File: src/rtl/als_spi_reader_pkg.sv
// Purpose: shared definitions for the ambient-light SPI reader (state codes, frame layout, decode).
// Latency: none; constants, types and a combinational helper only.
// Backpressure: none.
package als_spi_reader_pkg;

    // FSM state encodings
    localparam logic [2:0] ST_IDLE       = 3'd0;
    localparam logic [2:0] ST_SETUP      = 3'd1;
    localparam logic [2:0] ST_SHIFT_LOW  = 3'd2;
    localparam logic [2:0] ST_SHIFT_HIGH = 3'd3;
    localparam logic [2:0] ST_HOLD       = 3'd4;
    localparam logic [2:0] ST_WAIT       = 3'd5;

    // Frame layout: 2 leading guard zeros, 8 data bits, 4 trailing guard zeros, 2 don't-care bits
    localparam int FRAME_BITS = 16;
    localparam int DATA_MSB   = 13;
    localparam int DATA_LSB   = 6;

    localparam logic [FRAME_BITS-1:0] GUARD_MASK_HI = 16'hC000;  // bits 15:14
    localparam logic [FRAME_BITS-1:0] GUARD_MASK_LO = 16'h003C;  // bits 5:2

    typedef struct packed {
        logic [7:0] data;
        logic       frame_error;
    } als_sample_t;

    function automatic als_sample_t decode_frame(input logic [FRAME_BITS-1:0] frame);
        als_sample_t s;
        s.data        = frame[DATA_MSB:DATA_LSB];
        s.frame_error = |(frame & (GUARD_MASK_HI | GUARD_MASK_LO));
        return s;
    endfunction

endpackage

File: src/rtl/als_spi_reader_sync_2ff.sv
// Purpose: two-flop synchroniser for asynchronous level inputs, synchronous reset to 0.
// Latency: 2 i_clock cycles from input change to o_q.
// Backpressure: none; free-running.
//
// Ports:
//   i_clock  - destination clock
//   i_reset  - synchronous active-high reset
//   i_d      - asynchronous input bus
//   o_q      - synchronised output bus
module sync_2ff #(
    parameter int WIDTH = 1
) (
    input  logic             i_clock,
    input  logic             i_reset,
    input  logic [WIDTH-1:0] i_d,
    output logic [WIDTH-1:0] o_q
);

    logic [WIDTH-1:0] r_meta;
    logic [WIDTH-1:0] r_sync;

    always_ff @(posedge i_clock) begin
        if (i_reset) begin
            r_meta <= '0;
            r_sync <= '0;
        end else begin
            r_meta <= i_d;
            r_sync <= r_meta;
        end
    end

    assign o_q = r_sync;

endmodule

File: src/rtl/als_spi_reader.sv
// Purpose: periodic 16-SCLK SPI frame reader for the ambient-light ADC, emits 8-bit sample + guard check.
// Latency: o_valid fires F = SETUP + 32*HALF + HOLD cycles after CS_N falls, on the CS_N rise edge.
// Backpressure: none; o_valid is a one-cycle pulse the consumer must take when it appears.
//
// Ports:
//   i_clock, i_reset     - sole clock, synchronous active-high reset (inverted reset-stretcher output)
//   i_enable             - level; frames repeat every SAMPLE_PERIOD_CYCLES while high
//   i_miso               - asynchronous ADC data line
//   o_cs_n, o_sclk       - PMOD chip select (active low) and serial clock (idle high)
//   o_data, o_valid      - last captured light value and its one-cycle update strobe
//   o_frame_error        - guard bits were nonzero in the frame that produced o_data
//   o_busy               - high while CS_N is low
module als_spi_reader
    import als_spi_reader_pkg::*;
#(
    parameter int SCLK_HALF_CYCLES     = 16,
    parameter int CS_SETUP_CYCLES      = 4,
    parameter int CS_HOLD_CYCLES       = 4,
    parameter int SAMPLE_PERIOD_CYCLES = 125000
) (
    input  logic       i_clock,
    input  logic       i_reset,
    input  logic       i_enable,
    input  logic       i_miso,
    output logic       o_cs_n,
    output logic       o_sclk,
    output logic [7:0] o_data,
    output logic       o_valid,
    output logic       o_frame_error,
    output logic       o_busy
);

    // One phase counter is shared by SETUP, both SCLK halves and HOLD, so size it for the longest.
    localparam int PH_MAX_A = (SCLK_HALF_CYCLES > CS_SETUP_CYCLES) ? SCLK_HALF_CYCLES : CS_SETUP_CYCLES;
    localparam int PH_MAX   = (PH_MAX_A > CS_HOLD_CYCLES) ? PH_MAX_A : CS_HOLD_CYCLES;
    localparam int CW       = (PH_MAX > 1) ? $clog2(PH_MAX) : 1;
    localparam int PW       = (SAMPLE_PERIOD_CYCLES > 1) ? $clog2(SAMPLE_PERIOD_CYCLES) : 1;
    localparam int BW       = $clog2(FRAME_BITS + 1);

    localparam logic [CW-1:0] SETUP_LAST = CW'(CS_SETUP_CYCLES - 1);
    localparam logic [CW-1:0] HALF_LAST  = CW'(SCLK_HALF_CYCLES - 1);
    localparam logic [CW-1:0] HOLD_LAST  = CW'(CS_HOLD_CYCLES - 1);
    localparam logic [PW-1:0] PER_LAST   = PW'(SAMPLE_PERIOD_CYCLES - 1);
    localparam logic [BW-1:0] BITS_ALL   = BW'(FRAME_BITS);

    logic [2:0]            r_state;
    logic [CW-1:0]         r_cnt;
    logic [PW-1:0]         r_pcnt;
    logic [BW-1:0]         r_bits;
    logic [FRAME_BITS-1:0] r_shift;
    logic                  r_cs_n;
    logic                  r_sclk;
    logic [7:0]            r_data;
    logic                  r_valid;
    logic                  r_frame_error;
    logic                  r_busy;

    logic                  w_miso_sync;
    als_sample_t           w_sample;

    sync_2ff #(
        .WIDTH (1)
    ) u_miso_sync (
        .i_clock (i_clock),
        .i_reset (i_reset),
        .i_d     (i_miso),
        .o_q     (w_miso_sync)
    );

    assign w_sample = decode_frame(r_shift);

    always_ff @(posedge i_clock) begin
        if (i_reset) begin
            r_state       <= ST_IDLE;
            r_cnt         <= '0;
            r_pcnt        <= '0;
            r_bits        <= '0;
            r_shift       <= '0;
            r_cs_n        <= 1'b1;
            r_sclk        <= 1'b1;
            r_data        <= '0;
            r_valid       <= 1'b0;
            r_frame_error <= 1'b0;
            r_busy        <= 1'b0;
        end else begin
            r_valid <= 1'b0;

            // Period counter saturates at its terminal value; if the period is shorter than
            // a frame, WAIT then sees the terminal value on entry and lasts a single cycle.
            if (r_pcnt != PER_LAST) begin
                r_pcnt <= r_pcnt + PW'(1);
            end

            case (r_state)
                ST_IDLE: begin
                    if (i_enable) begin
                        r_state <= ST_SETUP;
                        r_cs_n  <= 1'b0;
                        r_busy  <= 1'b1;
                        r_cnt   <= '0;
                        r_pcnt  <= '0;
                        r_bits  <= '0;
                    end
                end

                ST_SETUP: begin
                    if (r_cnt == SETUP_LAST) begin
                        r_state <= ST_SHIFT_LOW;
                        r_sclk  <= 1'b0;
                        r_cnt   <= '0;
                    end else begin
                        r_cnt <= r_cnt + CW'(1);
                    end
                end

                ST_SHIFT_LOW: begin
                    if (r_cnt == HALF_LAST) begin
                        // Capture on the rising SCLK edge; the ADC changed data a half period ago.
                        r_state <= ST_SHIFT_HIGH;
                        r_sclk  <= 1'b1;
                        r_shift <= {r_shift[FRAME_BITS-2:0], w_miso_sync};
                        r_bits  <= r_bits + BW'(1);
                        r_cnt   <= '0;
                    end else begin
                        r_cnt <= r_cnt + CW'(1);
                    end
                end

                ST_SHIFT_HIGH: begin
                    if (r_cnt == HALF_LAST) begin
                        r_cnt <= '0;
                        if (r_bits == BITS_ALL) begin
                            r_state <= ST_HOLD;
                        end else begin
                            r_state <= ST_SHIFT_LOW;
                            r_sclk  <= 1'b0;
                        end
                    end else begin
                        r_cnt <= r_cnt + CW'(1);
                    end
                end

                ST_HOLD: begin
                    if (r_cnt == HOLD_LAST) begin
                        r_state       <= ST_WAIT;
                        r_cs_n        <= 1'b1;
                        r_busy        <= 1'b0;
                        r_data        <= w_sample.data;
                        r_frame_error <= w_sample.frame_error;
                        r_valid       <= 1'b1;
                        r_cnt         <= '0;
                    end else begin
                        r_cnt <= r_cnt + CW'(1);
                    end
                end

                ST_WAIT: begin
                    if (r_pcnt == PER_LAST) begin
                        if (i_enable) begin
                            r_state <= ST_SETUP;
                            r_cs_n  <= 1'b0;
                            r_busy  <= 1'b1;
                            r_cnt   <= '0;
                            r_pcnt  <= '0;
                            r_bits  <= '0;
                        end else begin
                            r_state <= ST_IDLE;
                        end
                    end
                end

                default: begin
                    r_state <= ST_IDLE;
                    r_cs_n  <= 1'b1;
                    r_sclk  <= 1'b1;
                    r_busy  <= 1'b0;
                end
            endcase
        end
    end

    assign o_cs_n        = r_cs_n;
    assign o_sclk        = r_sclk;
    assign o_data        = r_data;
    assign o_valid       = r_valid;
    assign o_frame_error = r_frame_error;
    assign o_busy        = r_busy;

endmodule

File: config.mk
export PLATFORM = sky130hd
export DESIGN_NAME = als_spi_reader
export DESIGN_NICKNAME = d
export VERILOG_FILES = /design/src/rtl/als_spi_reader_pkg.sv /design/src/rtl/als_spi_reader_sync_2ff.sv /design/src/rtl/als_spi_reader.sv
export SDC_FILE = /design/constraint.sdc
export NUM_CORES = 1
export LEC_CHECK = 0
export ABC_AREA = 1
export ABC_CLOCK_PERIOD_IN_PS = 2800
export CORE_MARGIN = 10
export CORE_UTILIZATION = 60
export CTS_BUF_LIST = sky130_fd_sc_hd__clkbuf_16
export CTS_CLUSTER_SIZE = 30
export DETAILED_ROUTE_END_ITERATION = 10
export GPL_ROUTABILITY_DRIVEN = 0
export HOLD_SLACK_MARGIN = 0.02
export PLACE_DENSITY = 0.8
export SYNTH_ARGS = -nofsm -noshare
export SYNTH_HDL_FRONTEND = slang
export SYNTH_SLANG_ARGS = --single-unit
File: constraint.sdc
create_clock -name i_clock -period 2.8 [get_ports i_clock]
set_clock_uncertainty 0.2 [all_clocks]
set_input_delay 0.56 -clock i_clock [delete_from_list [all_inputs] [get_ports i_clock]]
set_output_delay 0.56 -clock i_clock [all_outputs]
set_load 0.005 [all_outputs]
* Word-level counts from Yosys, hierarchy flattened
Cells that the tools add are included.
Word-level totals: bits in registers 60, input port bits 4, output and inout port bits 13, word-level logic and storage cells 87
Operators by class: reductions and logical operators 16, add/sub/neg operators 3, mux-type cells 35, bitwise gates (word level) 3, eq/ne operators 17
Operators with widths (count):
- 17-bit two-way mux | 3
- 17-bit one-hot mux with 2 select lines | 1
- 3-bit two-way mux | 7
- 3-bit one-hot mux with 6 select lines | 1
- 17-bit by 1-bit adder with 17-bit output, second input constant | 1
- 17-bit == test, second input constant | 1
- 17-bit inequality test, second input constant | 1
- 4-bit two-way mux | 4
- 4-bit one-hot mux with 4 select lines | 1
- 5-bit two-way mux | 3
- 5-bit one-hot mux with 3 select lines | 1
- 2-bit inequality test, second input constant | 7
- 1-bit one-hot mux with 4 select lines | 3
- 1-bit two-way mux | 11
- 3-bit by 2-bit == test with 1-bit output, second input constant | 2
- 3-bit == test, second input constant | 2
- 2-bit AND reduction | 3
- 3-bit AND reduction | 2
- 6-bit AND reduction | 1
- 2-bit OR reduction | 3
- 3-bit OR reduction | 2
- 6-bit OR reduction | 1
- 5-bit by 1-bit adder with 5-bit output, second input constant | 1
- 5-bit == test, second input constant | 1
- other kinds (9) | 11

* Longest topological paths before layout
depth after elaboration 5, mapped depth 11, mapped depth without buffers 11

* By module
Synthesis repeated with hierarchy kept, for this count alone.
Second synthesis, totals: cells, all modules 382, area, all modules 2905.3 µm²
Modules (own cells, without submodules):
- als_spi_reader | instances 1, area an instance 2850.2 µm², cells each 376, seq. area each 1161.1 µm²
- sync_2ff | instances 1, area an instance 55.1 µm², cells each 6, seq. area each 40.0 µm²

* Worst setup path after synthesis
OpenSTA, ideal clock, no wires.
kind flip-flop to flip-flop, start register r_pcnt[0], end register r_pcnt[2], cell stages (with the launch flop) 12, arrival time 1.406 ns, period minus slack after synthesis 1.725 ns, slack 1.075 ns, library setup time 0.119 ns, cell sequence dfxtp_1 -> ha_1 -> nand2_1 -> inv_2 -> nand2_1 -> nor2_2 -> nand2_2 -> nand2_4 -> nand3_2 -> nand2_4 -> buf_8 -> nor2_2
Between the ends: word-level cells in the longest chain between the ends 5, elaborated cells between the ends (all ways) 7
RTL lines:
- start: declaration | RTL line als_spi_reader.sv:48 | logic [PW-1:0] r_pcnt;
- start signal: assignment | RTL line als_spi_reader.sv:91 | r_pcnt <= r_pcnt + PW'(1);
- 17-bit by 1-bit adder with 17-bit output / 17-bit inequality test (equally long branches) | RTL line als_spi_reader.sv:91, als_spi_reader.sv:90
- 17-bit two-way mux | RTL line als_spi_reader.sv:90 | if (r_pcnt != PER_LAST) begin
- 17-bit two-way mux | RTL line als_spi_reader.sv:96, als_spi_reader.sv:159
- 17-bit two-way mux | RTL line als_spi_reader.sv:158 | if (r_pcnt == PER_LAST) begin
- 17-bit one-hot mux with 2 select lines * | RTL line als_spi_reader.sv:94 | case (r_state)
Mark *: on every way between the ends. The rest lies on a longest branch, timed or not. A chain may end at the register's enable or synchronous reset.

* Worst setup path in the final report
start register r_sclk (netlist: o_sclk), end output o_sclk
RTL lines:
- start: declaration | RTL line als_spi_reader.sv:52 | logic r_sclk;
- start signal: assignment | RTL line als_spi_reader.sv:80 | r_sclk <= 1'b1;
- start signal: assignment | RTL line als_spi_reader.sv:109 | r_sclk <= 1'b0;
- start signal: assignment | RTL line als_spi_reader.sv:120 | r_sclk <= 1'b1;
- end: declaration | RTL line als_spi_reader.sv:26 | output logic o_sclk,
No word-level cell between the ends.

==> key figures <==
Outcome
  • Status: completed

Layout
  • Nets: 418
  • Share of cells above drive strength 1: 11.1%
  • Layout area overhead: 17.9%
  • Fin util: 74.3%
  • Final Non-Filler Cells: 467
  • Number of inserted diodes: 0

Worst setup path
  • Crit-path max FO: 2
  • WP buf/inv: 1
  • Slowest-stage cell, CP: clkdlybuf4s50_1
  • Startpoint type of the worst setup path: flop
  • R2R Setup Slk: 0.86 ns
  • R2r worst-path depth: 10
  • Critical Path Sink Type: primary output
  • Crit-path max cell delay: 0.53 ns
  • Crit path max-delay family: buffers and inverters
  • FF-to-FF End: r_pcnt[16]
  • RR Startpoint: r_pcnt[0]
  • Crit path kind: reg -> out
  • Worst EP required: a little over 2 ns
  • Worst EP arrival: about 1.2 ns
  • CP Cell Sequence: clkdlybuf4s50_1

Synthesis
  • Mean Syn Cell Area: 7.17 sq um
  • Flip-flop and latch count after synthesis: 60
  • Yosys top cell area share: between 40% and 50%
  • Cells after Synth: 388
  • Post-synth EDFFs: 0
  • Xor and xnor area share after synthesis: 4.72%
  • Synth cell count leaders: nor2_1, dfxtp_1, nand2_1
  • Most numerous cell in the Yosys netlist: nor2_1
  • Mapped Nets: between 300 and 400
  • Cell taking the most area after synthesis: dfxtp_1
  • Ys Warns: 0
  • Compound-gate portion of the synthesized area: 8.50%
  • Post-synthesis cell type count: 31
  • Mux contribution to synthesized area: 0%
  • Main combinational cell family by area after synthesis: simple AND/OR/NAND/NOR gates
  • Synth Cell Area: 2780 sq um
  • Main synth FF type: dfxtp_1
  • Post-synthesis adder-cell area fraction: 1.80%
  • Area contributors post-synth: dfxtp_1, nor2_1, nand2_1
  • Seq/Total Area, Yosys: 43.2%
  • Async SR Flop Fraction: 0%
  • Post-Synth Simple-Gate Area: between 30% and 40%

Clock tree
  • Cts bufs inserted: 9
  • CTS resizes: 0
  • Reg clk slew, reported paths: 0.05 ns
  • H-Tree Depth: 3
  • CTS tree: done
  • Hold buffers post-CTS: 0
  • Setup bufs post-CTS: 0
  • Clock Root Buffer: clkbuf_16
  • CTS Buffer Depth: 2
  • CTS sink count: 60
  • Worst-Skew Late Latency: about 0.32 ns

Placement
  • I/O Buffers: 16
  • Pre-CTS setup slack: 0.766 ns
  • DP Wirelength: 4010 um
  • Inst Count DP: 451

Min path
  • Min-delay src: u_miso_sync.r_meta
  • Cell depth of the worst hold path: 2
  • Worst Hold Class: reg -> reg
  • Hold EP: u_miso_sync.o_q

Global route
  • Vias in the first global route: 2409
  • Busiest grt layer: met2
  • Initial antenna violation count: 0
  • Met3 usage: 6.31%
  • Met2 usage: 28.4%
  • Largest net degree at the start of global routing: 28
  • First-pass GRT wire length: 10600 um
  • Met1 usage: slightly below 20%
  • Congestion Overflow GR: 0
  • Total GRT Usage: ~17%

Timing
  • Worst-Margin Slew: between 0.3 and 0.4 ns
  • Tcrit/Tclk final: a little over two thirds
  • Setup TNS Final: 0 ns
  • Fin. Hold Viols: 0
  • Final min period: approximately 2 ns
  • Max Clk Rate: 508 MHz
  • Slew Limit Fails: 0
  • RSZ-0062 raised after global routing: false
  • Setup violators final: 0
  • Slew HR: 79.8%
  • Final setup margin: 0.831 ns

Floorplan
  • Starting Density: 63.0%
  • Die area: 7760 sq um
  • Core Rows: 24
  • Die Ht: 88.1 um
  • Die extent in x: 88.1 um
  • Ports: 17
  • Core Region: about 4400 sq um

Power and ir drop
  • Pwr Density: 801 nW/um^2
  • Leakage: between 0.001 and 0.0015 uW
  • VDD IR-drop max: 0.000657 V

Routing
  • DRT Pass-1 Iters: 4
  • Vias per Instance: 5.21
  • DR DRC count: 0
  • Initial drt markers: 180
  • Final WL: approximately 6000 um
  • DR vias: 2435
  • DR WL/cell: 12.6 um
  • ANT nets after route: 0

Job
  • Max-cap violations: 0
==> layout make-up <==
class | instances | area (sq um)
Multi-Input combinational cell | 278 | 1380
Sequential cell | 60 | 1200
Fill cell | 352 | 1130
Clock buffer | 9 | 225
Timing Repair Buffer | 20 | 190
Inverter | 41 | 154
Clock inverter | 7 | 70.1
Tap cell | 52 | 65.1
==> placed cells by master (no fill, tap or decap) <==
master / netlist / routed
a31oi_1: 1 / 1
nor2_2: 13 / 13
ha_1: 4 / 4
nor2_4: 1 / 1
clkbuf_16: 0 / 9
nor2_1: 96 / 96
clkinv_4: 0 / 2
xnor2_1: 7 / 7
bufinv_16: 0 / 1
clkinv_1: 1 / 1
a21oi_1: 14 / 14
nor3_1: 6 / 6
inv_2: 5 / 5
nand2_4: 2 / 2
o211ai_1: 1 / 1
nand3_2: 3 / 3
buf_4: 1 / 4
nand3_1: 22 / 22
o31ai_1: 1 / 1
nand3_4: 1 / 1
o21ai_0: 29 / 29
or2_2: 2 / 2
nand2_2: 1 / 1
dfxtp_1: 60 / 60
xor2_1: 8 / 8
clkinvlp_4: 0 / 2
clkdlybuf4s50_1: 0 / 16
nor4_1: 1 / 1
nand2_1: 55 / 55
inv_1: 35 / 37
nand4_1: 10 / 10
==> worst max-delay path by stage <==
stage | from | to | slack [ns] | cells past startpoint
2_1_floorplan | r_pcnt[0] | r_pcnt[2] | 1.08 | 11
3_3_place_gp | i_enable | r_cnt[0] | 0.82 | 6
3_5_place_dp | i_reset | o_frame_error | 0.77 | 5
4_1_cts | o_sclk | o_sclk | 0.81 | 1
5_1_grt | r_cnt[0] | o_data[4] | 0.63 | 7
6_report | o_sclk | o_sclk | 0.83 | 1
==> kinds of logic after synthesis <==
family,count (synthesis)
fa+ha+maj,4
xor+xnor,15
simple gates,213
flops,60
compound gates,46
buf+inv,50
==> routing by layer <==
layer	share of wire, %	up-vias
met4	1.1	0
met1	44	1105
met5	0	-
li1	-	1280
met3	5.3	11
met2	49	39
==> flip-flops by register name, summed over array words and instances (netlist names), 3 cells and up <==
register / count
r_pcnt: 17
r_shift: 16
o_data: 8
r_bits: 5
r_cnt: 4
r_state: 3
==> per-stage QoR <==
step / power [uW] / hold WS (ns) / cell area (sq um)
2_1_floorplan: 1410 / 0.188 / 2780
3_3_place_gp: 1540 / 0.207 / 2990
3_5_place_dp: 1550 / 0.204 / 2990
4_1_cts: 2640 / 0.213 / 3280
5_1_grt: 2770 / 0.258 / 3280
6_report: 2630 / 0.207 / 3280
==> power by group <==
group / switching [uW] / total (uW) / internal [uW]
combinational: 387 / 587 / 200
clock: 383 / 1070 / 684
sequential: 59.9 / 974 / 914
Power figures use the tool's default switching activity.
==> RTL edit 1: new RTL, same flow settings <==
One comparison of `r_pcnt` changes from == to >=.
--- a/src/rtl/als_spi_reader.sv
+++ b/src/rtl/als_spi_reader.sv
@@ -155,7 +155,7 @@
                 end
 
                 ST_WAIT: begin
-                    if (r_pcnt == PER_LAST) begin
+                    if (r_pcnt >= PER_LAST) begin
                         if (i_enable) begin
                             r_state <= ST_SETUP;
                             r_cs_n  <= 1'b0;
Formal check against the unedited RTL: same outputs for any inputs over 10 cycles, from zero or initial values and one cycle with i_reset high; that may be too few to reach the edited logic, so the function may still have changed.
==> RTL edit 1 against the unedited design <==
  * Design area up 0.15%
  * Synthesized area up 0.36%
  * Sequential cell count unchanged
  * Worst setup slack worse by 0.082 ns
  * Combinational power down 3.9%
  * Critical path depth up 9
  * Register-to-register slack worse by 0.11 ns
  * Sequential power about the same
  * Total power about the same
  * Wire length up 2.7%
  * Sequential share of layout area down 0.056 points
==> RTL edit 1: results (changes against the unedited design) <==
outcome:
  outcome: "finished clean"
placed_design:
  dp_hpwl_um: 4100  # +2.2%
  dpl.cell_count: 450  # -0.22%
  pre_cts_ws_ns: 0.627  # -0.139 ns
  dpl_cell_area_sq_um: 2990  # about the same
routing:
  wirelength_um: 6040  # +2.7%
  wl_per_cell_um: 13.0  # +2.9%
  drtIter0Drc: 199  # +11%
  first_pass_iters: 4  # unchanged
  num_vias: 2509  # +3.0%
global_routing:
  grt_pass1_wl_um: 10600  # +0.65%
  grt_use_total_pct: 17.1  # +0.30 points
  grt_max_degree: 29  # +3.6%
  antenna_found_initial: 0  # unchanged
timing:
  fin_hold_ws_ns: 0.220  # +0.0133 ns
  worst_pin_slew_ns: 0.354  # +0.0534 ns
clocking:
  cts_tree: "done"
  cts.repair.resized: 0  # unchanged
  cts_setup_buffers: 0  # unchanged
power_and_ir_drop:
  p_leak_nw: 1.41  # -1.7%
  vdd_drop_max_v: 0.000491  # -25%
  p_sw_mw: 0.828  # -0.23%
synthesis:
  synth_cell_types: 31  # unchanged
  synth_common_cells: "97 x nor2_1, 60 x dfxtp_1, 53 x nand2_1"
  synth_warnings: 0  # unchanged
  yosys-top-cells-area: "dfxtp_1 43%, nor2_1 13%, nand2_1 7.1%"
  synth-seq-area-share_pct: 43.0  # -0.15 points
setup_path:
  crit_family: "simple AND/OR/NAND/NOR gates"
  cp_slowest_stage_delay_ns: 0.37  # -0.16 ns
  cpMaxStageDelayCell: "dfxtp_1"
  critical_path_peak_fanout: 17  # +15
  r2r-end: "r_pcnt[0]"
  arrival_ns: 2.05  # +0.84 ns
finish:
  drive_gt1_share_pct: 9.42  # -1.7 points
  fillCellCount: 367  # +4.3%
  fin_nets: 417  # -0.24%
  finish.utilization_pct: 73.9  # -0.39 points
hold_path:
  hp-class: "register to register"
## RTL edit 1: changes by cell type in the layout (fill, tap and decap cells not counted), sizes merged, moves of 3 or more
cell   before  now
nand2      58   55
nand3      26   23
nand4      10   16
nor2      110  104
nor3        6    9
xnor2       7    2
xor2        8   13
## RTL edit 1: how the worst max path moves through the flow
stage | to | slack (ns) | startpoint | cells after the start
global placement | r_state[0] | 0.72 | i_enable | 7
detailed placement | r_state[1] | 0.63 | i_enable | 5
CTS | r_pcnt[0] | 0.74 | r_pcnt[0] | 10
floorplan | r_pcnt[10] | 1.07 | r_pcnt[0] | 11
finish | r_pcnt[0] | 0.75 | r_pcnt[0] | 10
global route | r_pcnt[0] | 0.52 | r_pcnt[0] | 10
## RTL edit 1: cell families after synthesis
kind of cell / count (synthesis) / synth area share, %
AND/OR/NAND/NOR: 211 / 33.9
flip-flops: 60 / 43.0
buffers and inverters: 50 / 7.57
AO/OA/AOI/OAI: 48 / 9.01
XOR/XNOR: 15 / 4.70
adder cells (fa/ha/maj): 4 / 1.79
## RTL edit 1: cell type report
cell class              instances  share of cell area (%)
clock buffers                   9                    6.85
repair buffers                 20                    5.79
clock inverters                 7                    2.25
multi-input cells             278                    42.0
inverters                      40                    4.57
flip-flops and latches         60                    36.6
well taps                      52                    1.98
## RTL edit 1: power by group through the flow
stage,sequential (mW),combinational (mW),clock [mW]
after detailed placement,0.984,0.549,0
after global routing,0.976,0.638,1.15
final,0.971,0.564,1.09
after floorplan,0.975,0.410,0
after global placement,0.983,0.527,0
after CTS,0.968,0.559,1.11
## RTL edit 1: routing by layer
layer	share of wire (%)	up-vias	global-route usage, %	wire [um]
met1	45	1149	18.6	2690
li1	-	1292	-	-
met2	48	52	28.5	2880
met5	0	-	0	0
met4	2.4	0	7.64	143
met3	5.3	16	7.26	317
==> RTL edit 2: new RTL, same flow settings <==
Made on the original files. Change the parameter `CS_HOLD_CYCLES` from 4 to 8.
--- a/src/rtl/als_spi_reader.sv
+++ b/src/rtl/als_spi_reader.sv
@@ -15,7 +15,7 @@
 #(
     parameter int SCLK_HALF_CYCLES     = 16,
     parameter int CS_SETUP_CYCLES      = 4,
-    parameter int CS_HOLD_CYCLES       = 4,
+    parameter int CS_HOLD_CYCLES       = 8,
     parameter int SAMPLE_PERIOD_CYCLES = 125000
 ) (
     input  logic       i_clock,
Behaviour: no difference found for any inputs over 10 cycles, from zero or initial values and one cycle with i_reset high; that may be too few to reach the edited logic, so the function may still have changed.
==> RTL edit 2 against the unedited design <==
  * Global-route usage decreased by 0.70 points
  * Worst setup slack got worse by 0.27 ns
  * Synthesized area increased by 4.9%
  * Total power increased by 13%
  * Critical endpoint is now o_data[0]
  * Via count increased by 4.4%
  * Design area increased by 4.7%
  * Sequential cell count unchanged
  * Largest power group unchanged
  * Core utilization decreased by 1.6 points
  * Highest routed layer unchanged
  * Wire length increased by 6.0%
==> RTL edit 2: results (changes against the unedited design) <==
setup_path:
  cp_slowest_stage_delay_ns: 0.37  # -0.16 ns
  arrival_ns: 2.25  # +1.04 ns
  critical_path_peak_fanout: 11  # +9
  cpMaxStageDelayCell: "dfxtp_1"
  reg2reg_depth: 8  # -2
placed_design:
  dpl_cell_area_sq_um: 3090  # +3.6%
  dp_hpwl_um: 4100  # +2.2%
routing:
  dr_wl_met2_um: 2940  # +1.5%
  wl_per_cell_um: 12.6  # -0.24%
  wl_met1_um: 2830  # +8.8%
  viasPerCell: 5.13  # -1.7%
  drtIter0Drc: 202  # +12%
power_and_ir_drop:
  vdd_drop_max_v: 0.000524  # -20%
  p_int_mw: 2.05  # +14%
  p_leak_nw: 1.51  # +4.8%
finish:
  fin_nets: 432  # +3.3%
  max_flop_register: "r_pcnt"
  fin_area_sq_um: 3430  # +4.7%
  drive_gt1_share_pct: 12.6  # +1.5 points
  fillCellCount: 367  # +4.3%
outcome:
  outcome: "finished clean"
global_routing:
  grt_util_met3_pct: 5.57  # -0.74 points
  grt_max_degree: 27  # -3.6%
  gr-usage-met1_pct: 17.9  # -1.4 points
  grt_pass1_vias: 2486  # +3.2%
  grt_pass1_wl_um: 11000  # +3.7%
  grt_use_total_pct: 16.1  # -0.70 points
  met2_usage_pct: 26.4  # -2.0 points
synthesis:
  synth_common_cells: "80 x nor2_1, 68 x nand2_1, 60 x dfxtp_1"
  syn_nets: 415  # +4.8%
  yosys-top-cells-area: "dfxtp_1 41%, nor2_1 10%, nand2_1 8.7%"
  synth_cell_types: 35  # +13%
  synth-seq-area-share_pct: 41.1  # -2.0 points
clocking:
  cts_max_level: 3  # unchanged
  clkTransAtPathRegs_ns: 0.05  # about the same
timing:
  worst_pin_slew_ns: 0.505  # +0.204 ns
hold_path:
  hp-class: "register to register"
==> RTL edit 2: cell types whose count changed in the layout (fill, tap and decap cells not counted), moves of 4 or more <==
cell / before / now
a21oi_1: 14 / 24
nand2_2: 1 / 7
nor2_1: 96 / 80
nand2_1: 55 / 68
xnor2_1: 7 / 3
nand4_1: 10 / 4
==> RTL edit 2: worst paths after layout <==
path / startpoint / end / slack, ns
hold reg to reg: u_miso_sync.r_meta / u_miso_sync.o_q / 0.20
setup reg to reg: r_cnt[0] / o_data[0] / 0.56
setup / recovery: r_cnt[0] / o_data[0] / 0.56
hold / removal: u_miso_sync.r_meta / u_miso_sync.o_q / 0.20
==> RTL edit 2: layout make-up <==
type	instances	area share (%)
sequential	60	35.0
tap	67	2.44
clock buffer	9	6.56
timing repair buffer	18	5.10
multi-input combinational	289	42.5
inverter	46	5.10
clock inverter	7	3.35
==> RTL edit 2: power groups by stage <==
stage	registers [mW]	logic, mW	clock network (mW)
after CTS	1.02	0.697	1.26
after floorplan	0.994	0.601	0
after detailed placement	1.03	0.689	0
after global routing	1.03	0.800	1.30
final	1.02	0.700	1.25
after global placement	1.03	0.682	0
==> RTL edit 2: logic make-up after synthesis <==
kind of cell	after synthesis	synth area share (%)
simple gates	213	33.9
xor+xnor	13	3.90
compound gates	59	10.4
fa+ha+maj	4	1.71
flops	60	41.1
buf+inv	58	8.87
==> RTL edit 2: critical path: cells and delay by family (launching register included) <==
family | cells | cell delay (ns)
adders and majority gates | 1 | 0.27
and+or+nand+nor | 5 | 0.83
buffers and inverters | 2 | 0.44
DFF | 1 | 0.37
==> RTL edit 2: per-stage QoR <==
stage | instances | setup slack [ns]
after floorplan | 407 | 1.16
after global placement | 480 | 0.663
after detailed placement | 480 | 0.618
after CTS | 496 | 0.596
after global routing | 496 | 0.380
final | 496 | 0.560
